==> src/rtl/csa_seq_mult_ctrl.sv <==
// Iterative shift-and-add multiplier: one partial product per cycle folded into
// carry-save sum/carry registers, then a single carry-propagate resolve.
module csa_seq_mult_ctrl #(
    parameter int WIDTH = 8,
    parameter int CNT_W = $clog2(WIDTH)
) (
    input  logic                 clk_i,
    input  logic                 rst_i,
    input  logic                 in_valid_i,
    output logic                 in_ready_o,
    input  logic                 signed_i,
    input  logic [WIDTH-1:0]     a_i,
    input  logic [WIDTH-1:0]     b_i,
    output logic                 out_valid_o,
    input  logic                 out_ready_i,
    output logic [2*WIDTH-1:0]   product_o,
    output logic                 busy_o
);

    localparam int PW = 2 * WIDTH;
    localparam logic [WIDTH-1:0] ONE_W    = {{(WIDTH-1){1'b0}}, 1'b1};
    localparam logic [PW-1:0]    ONE_P    = {{(PW-1){1'b0}}, 1'b1};
    localparam logic [CNT_W-1:0] CNT_ONE  = CNT_W'(1);
    localparam logic [CNT_W-1:0] CNT_LAST = CNT_W'(WIDTH - 1);

    typedef enum logic [1:0] {
        IDLE    = 2'd0,
        ACCUM   = 2'd1,
        RESOLVE = 2'd2,
        DONE    = 2'd3
    } state_t;

    // Most-negative input maps to 2^(WIDTH-1), which still fits unsigned WIDTH bits.
    function automatic logic [WIDTH-1:0] abs_val(input logic [WIDTH-1:0] v, input logic sgn);
        logic [WIDTH-1:0] r;
        if (sgn && v[WIDTH-1]) begin
            r = ~v + ONE_W;
        end else begin
            r = v;
        end
        return r;
    endfunction

    function automatic logic [PW-1:0] maj3(input logic [PW-1:0] x, input logic [PW-1:0] y,
                                           input logic [PW-1:0] z);
        return (x & y) | (x & z) | (y & z);
    endfunction

    state_t           state_q, state_d;
    logic [CNT_W-1:0] cnt_q, cnt_d;
    logic [WIDTH-1:0] mag_a_q, mag_a_d;
    logic [WIDTH-1:0] mag_b_q, mag_b_d;
    logic             neg_q, neg_d;
    logic [PW-1:0]    sum_q, sum_d;
    logic [PW-1:0]    carry_q, carry_d;
    logic [PW-1:0]    product_q, product_d;
    logic             out_valid_q, out_valid_d;
    logic [PW-1:0]    pp_s;
    logic [PW-1:0]    resolve_s;

    assign pp_s      = mag_b_q[cnt_q] ? ({{WIDTH{1'b0}}, mag_a_q} << cnt_q) : {PW{1'b0}};
    assign resolve_s = sum_q + carry_q;

    // Next-state and datapath update for the four-state controller.
    always_comb begin
        state_d     = state_q;
        cnt_d       = cnt_q;
        mag_a_d     = mag_a_q;
        mag_b_d     = mag_b_q;
        neg_d       = neg_q;
        sum_d       = sum_q;
        carry_d     = carry_q;
        product_d   = product_q;
        out_valid_d = out_valid_q;
        case (state_q)
            IDLE: begin
                if (in_valid_i) begin
                    mag_a_d = abs_val(a_i, signed_i);
                    mag_b_d = abs_val(b_i, signed_i);
                    // A zero operand never yields a negated result.
                    neg_d   = signed_i & (a_i[WIDTH-1] ^ b_i[WIDTH-1]) & (|a_i) & (|b_i);
                    sum_d   = {PW{1'b0}};
                    carry_d = {PW{1'b0}};
                    cnt_d   = {CNT_W{1'b0}};
                    state_d = ACCUM;
                end else begin
                    state_d = IDLE;
                end
            end
            ACCUM: begin
                sum_d   = sum_q ^ carry_q ^ pp_s;
                carry_d = maj3(sum_q, carry_q, pp_s) << 1;
                cnt_d   = cnt_q + CNT_ONE;
                if (cnt_q == CNT_LAST) begin
                    state_d = RESOLVE;
                end else begin
                    state_d = ACCUM;
                end
            end
            RESOLVE: begin
                product_d   = neg_q ? (~resolve_s + ONE_P) : resolve_s;
                out_valid_d = 1'b1;
                state_d     = DONE;
            end
            DONE: begin
                if (out_ready_i) begin
                    out_valid_d = 1'b0;
                    state_d     = IDLE;
                end else begin
                    state_d = DONE;
                end
            end
            default: begin
                out_valid_d = 1'b0;
                state_d     = IDLE;
            end
        endcase
    end

    // State and datapath registers with synchronous reset.
    always_ff @(posedge clk_i) begin
        if (rst_i) begin
            state_q     <= IDLE;
            cnt_q       <= {CNT_W{1'b0}};
            mag_a_q     <= {WIDTH{1'b0}};
            mag_b_q     <= {WIDTH{1'b0}};
            neg_q       <= 1'b0;
            sum_q       <= {PW{1'b0}};
            carry_q     <= {PW{1'b0}};
            product_q   <= {PW{1'b0}};
            out_valid_q <= 1'b0;
        end else begin
            state_q     <= state_d;
            cnt_q       <= cnt_d;
            mag_a_q     <= mag_a_d;
            mag_b_q     <= mag_b_d;
            neg_q       <= neg_d;
            sum_q       <= sum_d;
            carry_q     <= carry_d;
            product_q   <= product_d;
            out_valid_q <= out_valid_d;
        end
    end

    assign in_ready_o  = (state_q == IDLE);
    assign busy_o      = (state_q != IDLE);
    assign out_valid_o = out_valid_q;
    assign product_o   = product_q;

endmodule

==> config.mk <==
export PLATFORM = sky130hd
export DESIGN_NAME = csa_seq_mult_ctrl
export DESIGN_NICKNAME = d
export VERILOG_FILES = /design/src/rtl/csa_seq_mult_ctrl.sv
export SDC_FILE = /design/constraint.sdc
export NUM_CORES = 1
export LEC_CHECK = 0
export ABC_AREA = 1
export CAP_MARGIN = 20
export CORE_MARGIN = 2
export CORE_UTILIZATION = 63
export CTS_CLUSTER_DIAMETER = 150
export DETAILED_ROUTE_END_ITERATION = 10
export PLACE_DENSITY = 0.86
export SLEW_MARGIN = 20
export SYNTH_ARGS = -nofsm -noshare
export SYNTH_HDL_FRONTEND = slang
export SYNTH_SLANG_ARGS = --single-unit
==> constraint.sdc <==
create_clock -name clk_i -period 6.9 [get_ports clk_i]
set_input_delay 1.035 -clock clk_i [delete_from_list [all_inputs] [get_ports clk_i]]
set_output_delay 1.035 -clock clk_i [all_outputs]
set_load 0.02 [all_outputs]
## Yosys cells after proc, flatten, opt, wreduce, memory -nomap -nowiden

Cells that the tools add are included.

| word-level totals | value |
|---|---|
| flip-flop bits (word level) | 71 |
| bits in latches | 0 |
| memory bits (writable) | 0 |
| bits in read-only memories | 0 |
| bits of input ports | 21 |
| output and inout port bits | 19 |
| word-level logic and storage cells | 64 |
| memories | 0 |

| operators by class | value |
|---|---|
| add/sub/neg operators | 5 |
| multipliers | 0 |
| div/mod/pow operators | 0 |
| magnitude comparators | 1 |
| eq/ne operators | 6 |
| shift-type cells | 1 |
| mux-type cells | 17 |
| bitwise gates (word level) | 14 |
| reduce and logical (&&, ||, !) cells | 11 |

Operator list:

| kind | number |
|---|---|
| one-hot mux 16 bit (2 select lines) | 2 |
| 2-to-1 mux 16 bit | 3 |
| AND 15 bit | 3 |
| XOR 16 bit | 2 |
| OR 15 bit | 2 |
| adder 16 x 1 -> 16 bit (second input constant) | 1 |
| adder 16 bit | 1 |
| adder 8 x 1 -> 8 bit (second input constant) | 2 |
| 2-to-1 mux 8 bit | 2 |
| NOT 16 bit | 1 |
| NOT 8 bit | 2 |
| OR reduction 8 bit | 2 |
| left shift 8 x 3 -> 16 bit | 1 |
| one-hot mux 2 bit (4 select lines) | 1 |
| one-hot mux 3 bit (2 select lines) | 1 |
| AND reduction 2 bit | 3 |
| nonzero test 2 bit | 3 |
| equality test 2 bit (second input constant) | 2 |
| < comparator 3 x 4 -> 1 bit (second input constant) | 1 |
| 2-to-1 mux 2 bit | 2 |
| inequality test 2 bit (second input constant) | 2 |
| adder 3 x 1 -> 3 bit (second input constant) | 1 |
| AND 1 bit | 3 |
| binary-select mux 1 bit (select 3 bit) | 1 |
| 8 further kinds | 11 |

## Depth between registers and ports, before layout

Gate-level depths: netlist of run 1.

| logic depth | value |
|---|---|
| word-level depth | 7 |
| mapped depth | 20 |
| gate-level depth less buffers | 20 |

## Least setup slack after synthesis of run 1

Ideal clock, no wire load.

| path | value |
|---|---|
| path type | register to register |
| from | register cnt_q[0] |
| to | register sum_q[7] |
| setup time | 0.070 ns |
| arrival | 2.230 ns |
| data required time | 6.830 ns |
| slack | 4.599 ns |
| cell stages (with the launch flop) | 10 |
| clock period less this slack | 2.301 ns |
| cells stage by stage | dfxtp_1 -> clkbuf_1 -> clkbuf_1 -> o21ai_0 -> o21ai_0 -> nor2_1 -> o21ai_0 -> fa_1 -> or2_2 -> a21oi_1 |

| between the ends | value |
|---|---|
| cells in the longest elaborated chain, start to end | 5 |
| elaborated cells between the ends (all ways) | 6 |
| those cells by class | shift: 1; mux: 4; bitwise: 1 |

Ends and longest elaborated chain:

| what | RTL line | source |
|---|---|---|
| from (decl) | 50 | `logic [CNT_W-1:0] cnt_q, cnt_d;` |
| from (signal assigned) | 124 | `cnt_q <= {CNT_W{1'b0}};` |
| from (signal assigned) | 134 | `cnt_q <= cnt_d;` |
| binary-select mux 1 bit (select 3 bit) | 61 | `assign pp_s = mag_b_q[cnt_q] ? ({{WIDTH{1'b0}}, mag_a_q} << cnt_q) : {PW{1'b0}};` |
| 2-to-1 mux 1 bit (implied by the code) | 61 |  |
| 2-to-1 mux 16 bit * | 61 |  |
| XOR 16 bit * | 91 | `sum_d = sum_q ^ carry_q ^ pp_s;` |
| one-hot mux 16 bit (2 select lines) * | 75 | `case (state_q)` |
| to (signal assigned) | 128 | `sum_q <= {PW{1'b0}};` |
| to (signal assigned) | 138 | `sum_q <= sum_d;` |
| to (decl) | 54 | `logic [PW-1:0] sum_q, sum_d;` |

Every way passes the cells marked *; elsewhere a longest branch is shown, timed or not. The select of a mux whose other input is x is not followed.
A chain may end at the register's enable or synchronous reset.

## Final worst setup path of run 1

| path | value |
|---|---|
| from | register cnt_q[0] |
| to | register sum_q[4] |

Same word-level chain as after synthesis.

==> results of run 1 <==
logic make-up (layout without fill, tap and decap cells):
family,count (synthesis),in the layout,share of synthesized area [%]
simple gates,317,317,29.0
compound gates,145,145,16.5
buf+inv,113,145,9.18
flops,70,70,29.8
fa+ha+maj,35,35,11.7
xor+xnor,18,18,3.35
mux,2,2,0.426
flip-flops by register name, indices dropped and copies added, names as in the netlist:
| register | flops |
|---|---|
| product_o | 16 |
| sum_q | 16 |
| carry_q | 15 |
| mag_a_q | 8 |
| mag_b_q | 8 |
| cnt_q | 3 |
| state_q | 2 |
| neg_q | 1 |
| out_valid_o | 1 |
routing by layer:
metal  track usage (%)  share of wire, %  vias up
met4              10.9               2.5        0
met3              3.34               4.4       33
met2              51.1                50      153
li1                  -                 -     2302
met1              35.5                43     2062
met5                 0                 0        -
power breakdown:
group | switching (mW) | internal (mW) | leakage [nW] | total (mW)
clock | 0.168 | 0.214 | 0.110 | 0.382
combinational | 0.0802 | 0.0463 | 1.60 | 0.127
sequential | 0.0127 | 0.415 | 0.568 | 0.428
worst max-delay path by stage:
stage	startpoint	end	slack (ns)	cells past startpoint
after floorplan	cnt_q[0]$_SDFFE_PP0P_	sum_q[7]$_SDFFE_PP0P_	4.60	9
after global placement	in_valid_i	cnt_q[0]$_SDFFE_PP0P_	3.94	7
final	cnt_q[0]$_SDFFE_PP0P_	sum_q[4]$_SDFFE_PP0P_	4.05	9
after detailed placement	in_valid_i	carry_q[7]$_SDFFE_PP0P_	3.82	7
after global routing	cnt_q[0]$_SDFFE_PP0P_	sum_q[4]$_SDFFE_PP0P_	3.76	9
after CTS	cnt_q[0]$_SDFFE_PP0P_	sum_q[4]$_SDFFE_PP0P_	4.09	9
per-stage QoR:
stage | utilization (%) | total power [mW] | cell area [sq um] | hold slack (ns) | setup slack, ns
global route | 73.9 | 0.969 | 5360 | 0.512 | 3.76
CTS | 73.9 | 0.934 | 5360 | 0.484 | 4.09
floorplan | - | 0.521 | 4700 | 0.453 | 4.60
global placement | 70.8 | 0.556 | 5140 | 0.464 | 3.94
finish | 73.9 | 0.937 | 5360 | 0.482 | 4.05
detailed placement | 70.8 | 0.560 | 5140 | 0.473 | 3.82
placed cells by master (no fill, tap or decap), drive strengths merged, types with 16 or more instances in the layout:
cell type / synthesis / final
inv: 84 / 85
nand2: 189 / 189
nand3: 23 / 23
dfxtp: 70 / 70
o21ai: 56 / 56
a21oi: 73 / 73
nor2: 67 / 67
or2: 16 / 16
clkdlybuf4s50: 0 / 39
ha: 20 / 20
final cells by class:
cell class / count / area share, %
inverters: 87 / 6.09
flip-flops and latches: 70 / 26.1
clock inverters: 5 / 1.52
repair buffers: 42 / 7.70
clock buffers: 11 / 2.64
multi-input cells: 517 / 53.6
well taps: 99 / 2.31
tightest hold or removal path, stage by stage, from the launching register on:
cell     delay [ns]
dfxtp_1        0.33
nand2_1        0.06
a21oi_1        0.05
==> flow_summary.json, run 1 <==
{
  "synth_most_common_cell": "nand2_1",
  "grt_pass1_wl_um": 19500,
  "ys.flop_type": "dfxtp_1",
  "antenna_found_initial": 0,
  "numCtsBuffers": 9,
  "setup_violations": 0,
  "portBuffers": 39,
  "dpl.hpwl_um": 8150,
  "grt_pass1_vias": 4417,
  "cp.required_ns": 7.18,
  "yosysWarnings": 0,
  "worstMarginPinSlew_ns": 1.03,
  "dieHeight_um": 90.4,
  "cts_hold_buf": 0,
  "synth.distinct_cells": 38,
  "synth_area_leaders": "dfxtp_1 30%, nand2_1 14%, a21oi_1 7.6%",
  "cp_num_buf_inv": 1,
  "via_per_inst": 5.48,
  "status": "completed",
  "synthesis.area_per_instance_sq_um": 6.72,
  "n_fill_cell": 578,
  "cts.sinks": 70,
  "reg2reg_to": "sum_q[4]$_SDFFE_PP0P_",
  "start_kind": "flop",
  "initial_core_util_pct": 64.8,
  "wirelength_um": 11100,
  "drtPass1Iterations": 6,
  "cp.arrival_ns": 3.14,
  "syn_nets": 756,
  "post_cts_buffers": 0,
  "synth.yosys.seq_area_share_pct": 29.8,
  "reg2reg_from": "cnt_q[0]$_SDFFE_PP0P_",
  "path_max_fanout": 18,
  "cp_slowest_stage_delay_ns": 0.69,
  "finish.net_count": 783,
  "ff_latch_area_sq_um": 1400,
  "critPathTopFamily": "flip-flops",
  "synth_seq_cells": 70,
  "critPathCaptureType": "flop",
  "synth_top_cells_by_count": "177 x nand2_1, 83 x inv_1, 71 x a21oi_1",
  "fin_crit_ns": 2.85,
  "maxCapViolCount": 0,
  "final_antenna_net_count": 0,
  "peakVddDrop_mv": 0.139,
  "dp_cells": 815,
  "insertion_delay_ns": 0.35,
  "cts.htree.levels": 3,
  "slew-limit-headroom_pct": 31.1,
  "drc": 0,
  "die_x_um": 90.4,
  "reg2reg_depth": 9,
  "syn_to_final_growth_pct": 14.0,
  "core_region_area_sq_um": 7250,
  "drive_above_1_share_pct": 7.65,
  "slowest_stage": "dfxtp_1",
  "fin_cells": 831,
  "cts_tree": "done",
  "worstSetupPathType": "flop to flop",
  "vias": 4550,
  "cts.clk_slew.worst_paths_ns": 0.08,
  "period_share_pct": 41.4,
  "wl_per_cell_um": 13.4,
  "synth_area_sq_um": 4700,
  "leakagePower_nw": 2.28,
  "ys_async_sr_fraction_pct": 0,
  "worstHoldPathCells": 2,
  "post_cts_resized": 0,
  "min_to": "sum_q[15]$_SDFFE_PP0P_",
  "routabilityCongestion": 0.975,
  "die_area_sq_um": 8170,
  "grt_overflow": 0,
  "hold_class": "flop to flop",
  "antennaDiodeCount": 0,
  "cts_max_path_buffers": 2,
  "hp-start": "sum_q[15]$_SDFFE_PP0P_",
  "hold_viol_final": 0,
  "skew_ns": 0.00647,
  "synth_top_area_share_pct": 29.8,
  "synth_edf_count": 0,
  "fp-row-count": 31,
  "grt_max_degree": 43,
  "r2r_setup_slack_ns": 4.05,
  "grt_setup_unrepaired": "no",
  "synth_area_leader_cell": "dfxtp_1",
  "track_usage_pct": 28.7,
  "synth_cells": 700,
  "finalMaxSlewViolations": 0,
  "clock.fmax_mhz": 350,
  "cts-root-buf": "clkbuf_8",
  "power_density_nw_per_um2": 175,
  "multi_input_comb_area_sq_um": 2870,
  "io-pin-count": 40,
  "first_iter_violations": 262,
  "final.setup.tns_ns": 0,
  "cp_cell_sequence": "inv_1, o21ai_0, o22ai_1, nand2_1, nand2_1, o21ai_0, fa_1, or2_2, a21oi_1"
}
(Power assumes the default switching activity.)
==> run 2, diff against run 1 <==
- CORE_UTILIZATION: 63 -> 53
- PLACE_DENSITY: 0.86 -> 0.77
- clock period: 6.9 -> 2.4 ns (I/O delays scaled with it)
==> run 2 against run 1 <==
Against the previous run:
- clock-buffer cell count shrank 1
- final area grew 3.0%
- global-route usage fell by 6.2 points
- utilization shrank 10 points
- combinational power rose to 3.2 times the previous value
- die area rose by 18%
- worst setup slack got worse by 4.0 ns
- via count decreased by 0.55%
- register-to-register slack got worse by 4.0 ns
- sequential power increased to 2.9 times the previous value
- largest cell class unchanged
==> flow_summary.json, run 2 (synthesis gave the netlist of run 1 again) <==
{
  "power_density_nw_per_um2": 442,
  "dpl_cell_area_sq_um": 5260,
  "worstHoldPathCells": 2,
  "cp_cell_sequence": "ha_4, inv_2, fa_2, nand2_2, nor2_2, nand2_1, nand3b_1, nor2_2, nand3_2, nor2_4, nand3_2, nand3_2, nand2_1, nor2_1, nor2_1",
  "crit_top_cell": "nand3_2",
  "finalMaxSlewViolations": 0,
  "final_core_util_pct": 63.6,
  "drive_above_1_share_pct": 13.0,
  "maxCapViolCount": 0,
  "drtPass1Iterations": 5,
  "hold_viol_final": 0,
  "die_area_sq_um": 9640,
  "insertion_delay_ns": 0.36,
  "period_share_pct": 98.2,
  "critPathTopFamily": "simple AND/OR/NAND/NOR gates",
  "wirelength_um": 10800,
  "leakagePower_nw": 2.35,
  "syn_to_final_growth_pct": 17.4,
  "routabilityCongestion": 1.01,
  "cp_slowest_stage_delay_ns": 0.56,
  "antenna_found_initial": 0,
  "grt_setup_unrepaired": "yes",
  "final.setup.tns_ns": 0,
  "hp-start": "carry_q[9]$_SDFFE_PP0P_",
  "track_usage_pct": 22.5,
  "critPathCaptureType": "flop",
  "worstMarginPinSlew_ns": 0.725,
  "cts_hold_buf": 0,
  "portBuffers": 39,
  "slew-limit-headroom_pct": 51.6,
  "grt_overflow": 0,
  "reg2reg_depth": 15,
  "dieHeight_um": 98.2,
  "skew_ns": 0.00874,
  "cts.sinks": 70,
  "grt_pass1_vias": 4239,
  "setup_violations": 0,
  "first_iter_violations": 209,
  "status": "completed",
  "core_region_area_sq_um": 8680,
  "dpl.hpwl_um": 7960,
  "grt_max_degree": 42,
  "reg2reg_to": "product_o[15]$_SDFFE_PP0P_",
  "cts_max_path_buffers": 2,
  "cp_num_buf_inv": 1,
  "slowest_stage": "fa_2",
  "reg2reg_from": "sum_q[1]$_SDFFE_PP0P_",
  "vias": 4525,
  "path_max_fanout": 3,
  "via_per_inst": 5.29,
  "layout_common_cells": "169 x nand2_1, 80 x inv_1, 70 x a21oi_1",
  "worstSetupPathType": "flop to flop",
  "cp.arrival_ns": 2.60,
  "numCtsBuffers": 9,
  "cp.required_ns": 2.65,
  "peakVddDrop_mv": 0.236,
  "clock.fmax_mhz": 424,
  "antennaDiodeCount": 0,
  "finish.net_count": 799,
  "cts.htree.levels": 3,
  "r2r_setup_slack_ns": 0.04,
  "cts_tree": "done",
  "final_common_cell": "nand2_1",
  "start_kind": "flop",
  "drc": 0,
  "stdcell_area_sq_um": 5520,
  "cts-root-buf": "clkbuf_8",
  "io-pin-count": 40,
  "grt_pass1_wl_um": 18200,
  "hold_class": "flop to flop",
  "cts.clk_slew.worst_paths_ns": 0.07,
  "initial_core_util_pct": 54.2,
  "min_to": "carry_q[9]$_SDFFE_PP0P_",
  "die_x_um": 98.2,
  "wl_per_cell_um": 12.6,
  "fin_crit_ns": 2.36,
  "final_antenna_net_count": 0,
  "fp-row-count": 34
}
## run 2: changes by cell type in the layout (fill, tap and decap cells not counted), moves of 2 or more
| cell | previous run | this run |
|---|---|---|
| o21ai_1 | 0 | 4 |
| nor2_1 | 62 | 60 |
| o21ai_0 | 56 | 51 |
| nand2_2 | 12 | 20 |
| inv_2 | 1 | 4 |
| nand3_2 | 2 | 6 |
| dfxtp_2 | 0 | 3 |
| clkinv_2 | 1 | 4 |
| bufinv_16 | 2 | 0 |
| inv_1 | 83 | 80 |
| buf_4 | 3 | 18 |
| nand3_1 | 21 | 17 |
| dfxtp_1 | 70 | 67 |
| nand2_1 | 177 | 169 |
## run 2: final cells by class
class | instances | area, sq um
fill | 811 | 3160
multi-input combinational | 517 | 2960
sequential | 70 | 1410
timing repair buffer | 58 | 546
inverter | 87 | 327
tap | 108 | 135
clock buffer | 10 | 128
clock inverter | 5 | 27.5
## run 2: power breakdown
group / internal [mW] / switching (mW)
clock: 0.362 / 0.445
sequential: 1.19 / 0.0275
combinational: 0.160 / 0.252
## run 2: worst register-to-register path, stage by stage, from the launching register on
cell	delay, ns
dfxtp_2	0.36
ha_4	0.14
inv_2	0.03
fa_2	0.56
nand2_2	0.07
nor2_2	0.10
nand2_1	0.05
nand3b_1	0.19
nor2_2	0.13
nand3_2	0.12
nor2_4	0.16
nand3_2	0.10
nand3_2	0.07
nand2_1	0.05
nor2_1	0.08
nor2_1	0.04
## run 2: how the worst max path moves through the flow
stage / start / slack, ns / to / cells after the start
after floorplan: cnt_q[0]$_SDFFE_PP0P_ / 0.1 / sum_q[7]$_SDFFE_PP0P_ / 9
after global placement: cnt_q[0]$_SDFFE_PP0P_ / 0.08 / sum_q[14]$_SDFFE_PP0P_ / 9
after detailed placement: cnt_q[0]$_SDFFE_PP0P_ / -0.01 / sum_q[14]$_SDFFE_PP0P_ / 9
after CTS: sum_q[1]$_SDFFE_PP0P_ / 0.01 / product_o[15]$_SDFFE_PP0P_ / 15
after global routing: sum_q[1]$_SDFFE_PP0P_ / -0.07 / product_o[15]$_SDFFE_PP0P_ / 15
final: sum_q[1]$_SDFFE_PP0P_ / 0.04 / product_o[15]$_SDFFE_PP0P_ / 15
## run 2: per-stage QoR
step                      std cells  power (mW)  hold slack, ns  setup WS [ns]
after floorplan                 700        1.50           0.453         0.0991
after global routing            855        2.55           0.510        -0.0738
after CTS                       852        2.42           0.488         0.0113
final                           855        2.44           0.485         0.0437
after detailed placement        837        1.63           0.476        -0.0118
after global placement          837        1.61           0.460         0.0763
## run 2: timing repair
| item | 4_1_cts | 5_1_grt |
|---|---|---|
| buffers inserted | 0 | 3 |
| resized for setup | 2 | 31 |
| setup endpoints to repair | 3 | 20 |
| pin swaps | 1 | 7 |
## run 2: per-layer routing
layer	share of wire, %	wire length [um]	GRT usage (%)	up-vias
met2	50	5330	40.8	135
li1	-	-	-	2326
met3	4.5	487	2.72	15
met4	1.5	159	7.06	0
met5	0	0	0	-
met1	44	4790	27.8	2049
==> run 3, diff against run 2 <==
--- a/config.mk
+++ b/config.mk
@@ -14,3 +14,2 @@
 export PLACE_DENSITY = 0.77
-export SLEW_MARGIN = 20
 export SYNTH_ARGS = -nofsm -noshare
==> constraint.sdc (replaced) <==
create_clock -name clk_i -period 2.4 [get_ports clk_i]
set_input_delay 0.72 -clock clk_i [delete_from_list [all_inputs] [get_ports clk_i]]
set_output_delay 0.72 -clock clk_i [all_outputs]
set_load 0.02 [all_outputs]
==> run 3 against run 2 <==
Against the previous run:
- the run now ends with negative setup slack left
- sequential share of layout area down 0.54 points
- worst hold slack about the same
- worst setup slack worse by 0.082 ns
- largest power group is now the clock network
- highest routed layer unchanged
==> flow_summary.json, run 3 (synthesis gave the netlist of run 1 again) <==
{
  "status": "complete, but fails checks",
  "violations": "negative setup slack",
  "slowest_stage": "fa_2",
  "drive_above_1_share_pct": 13.0,
  "drc": 0,
  "syn_to_final_growth_pct": 20.1,
  "setup_violations": 1,
  "hold_viol_final": 0,
  "peakVddDrop_mv": 0.289,
  "cp-startpoint": "carry_q[1]$_SDFFE_PP0P_",
  "via_per_inst": 5.28,
  "worstSetupPathType": "flop to flop",
  "reg2reg_to": "product_o[15]$_SDFFE_PP0P_",
  "finalPower_mw": 2.86,
  "core_region_area_sq_um": 8680,
  "r2r_setup_slack_ns": -0.04,
  "routabilityCongestion": 1.02,
  "slew-limit-headroom_pct": 72.0,
  "setup_ws_ns": -0.0383,
  "die_x_um": 98.2,
  "setup.worst_path.end": "product_o[15]$_SDFFE_PP0P_",
  "io-pin-count": 40,
  "leakagePower_nw": 2.41,
  "finalMaxSlewViolations": 0,
  "grt_pass1_wl_um": 18400,
  "portBuffers": 39,
  "cts.sinks": 70,
  "cts_max_path_buffers": 2,
  "antenna_found_initial": 0,
  "period_share_pct": 102,
  "fp-row-count": 34,
  "grt_max_degree": 42,
  "wirelength_um": 10900,
  "dieHeight_um": 98.2,
  "final_common_cell": "nand2_1",
  "finish.net_count": 800,
  "die_area_sq_um": 9640,
  "maxCapViolCount": 0,
  "reg2reg_from": "carry_q[1]$_SDFFE_PP0P_",
  "clock.fmax_mhz": 410,
  "first_iter_violations": 167,
  "grt_setup_unrepaired": "yes",
  "insertion_delay_ns": 0.35,
  "n_fill_cell": 777,
  "antennaDiodeCount": 0,
  "critPathCaptureType": "flop",
  "vias": 4529,
  "final.setup.tns_ns": -0.0383,
  "ff_latch_area_sq_um": 1410,
  "power_density_nw_per_um2": 507,
  "cts.htree.levels": 3,
  "grt_pass1_vias": 4223,
  "cp.required_ns": 2.65,
  "skew_ns": 0.00471,
  "wl_per_cell_um": 12.7,
  "critPathTopFamily": "simple AND/OR/NAND/NOR gates",
  "worstMarginPinSlew_ns": 0.417,
  "cp_num_buf_inv": 1,
  "dpl.hpwl_um": 8110,
  "cts.clk_slew.worst_paths_ns": 0.08,
  "cts_tree": "done",
  "final_antenna_net_count": 0,
  "numCtsBuffers": 9,
  "drtPass1Iterations": 5,
  "grt_overflow": 0,
  "crit_top_cell": "nand3_2",
  "reg2reg_depth": 15,
  "track_usage_pct": 22.9,
  "start_kind": "flop",
  "cts-root-buf": "clkbuf_8",
  "cts_hold_buf": 0,
  "path_max_fanout": 3,
  "multi_input_comb_area_sq_um": 2950,
  "fin_crit_ns": 2.44,
  "initial_core_util_pct": 54.2,
  "cp_cell_sequence": "ha_4, inv_2, fa_2, nand2_2, nor2_2, nand2_1, nand3b_1, nor2_2, nand3_2, nor2_4, nand3_2, nand3_2, nand2_1, nor2_1, nor2_1",
  "cp.arrival_ns": 2.69,
  "layout_common_cells": "171 x nand2_1, 81 x inv_1, 70 x a21oi_1",
  "hold_class": "flop to flop",
  "crit_cells": 15,
  "cp_slowest_stage_delay_ns": 0.55
}
## run 3: metrics by stage
stage                     util, %  cell area, sq um  setup WS (ns)  hold WS [ns]  cells
after global routing         65.1              5650         -0.144         0.503    857
final                        65.1              5650        -0.0383         0.485    857
after CTS                    64.3              5580        0.00135         0.481    855
after detailed placement     61.0              5290        -0.0662         0.471    838
after global placement       61.0              5290         0.0183         0.460    838
after floorplan                 -              4700         0.0991         0.453    700
## run 3: worst min path at each step
| stage | from | to | slack (ns) | cells past startpoint |
|---|---|---|---|---|
| 6_report | carry_q[15]$_SDFFE_PP0P_ | carry_q[15]$_SDFFE_PP0P_ | 0.49 | 2 |
| 5_1_grt | sum_q[6]$_SDFFE_PP0P_ | sum_q[6]$_SDFFE_PP0P_ | 0.50 | 2 |
| 4_1_cts | carry_q[15]$_SDFFE_PP0P_ | carry_q[15]$_SDFFE_PP0P_ | 0.48 | 2 |
| 3_5_place_dp | carry_q[15]$_SDFFE_PP0P_ | carry_q[15]$_SDFFE_PP0P_ | 0.47 | 2 |
| 3_3_place_gp | sum_q[15]$_SDFFE_PP0P_ | sum_q[15]$_SDFFE_PP0P_ | 0.46 | 2 |
| 2_1_floorplan | sum_q[15]$_SDFFE_PP0P_ | sum_q[15]$_SDFFE_PP0P_ | 0.45 | 2 |
## run 3: repair_timing
action                     CTS  global route
hold endpoints to repair     0             0
gates resized for setup      8            20
setup endpoints to repair    5            20
gates cloned                 0             0
pin swaps                    2            12
buffers inserted             1             2
## run 3: where the power goes
| group | internal [mW] | switching (mW) |
|---|---|---|
| clock network | 0.749 | 0.479 |
| logic | 0.165 | 0.253 |
| registers | 1.19 | 0.0231 |
## run 3: tightest hold or removal path: cells and delay by family, from the launching register on
family / cells / cell delay (ns)
DFF: 1 / 0.33
and+or+nand+nor: 1 / 0.06
AOI/OAI and AO/OA: 1 / 0.05
## run 3: final cells by class
class / count / share of cell area (%)
timing repair buffer: 59 / 10.2
tap: 108 / 2.39
sequential: 70 / 24.9
clock buffer: 11 / 2.68
multi-input combinational: 517 / 52.2
clock inverter: 5 / 1.84
inverter: 87 / 5.78
## run 3: metal layers
| layer | vias up | part of all wire [%] | global-route usage (%) |
|---|---|---|---|
| li1 | 2334 | - | - |
| met1 | 2075 | 45 | 27.6 |
| met2 | 102 | 50 | 41.9 |
| met3 | 18 | 3.1 | 3.08 |
| met4 | 0 | 1.9 | 8.01 |
| met5 | - | 0 | 0 |
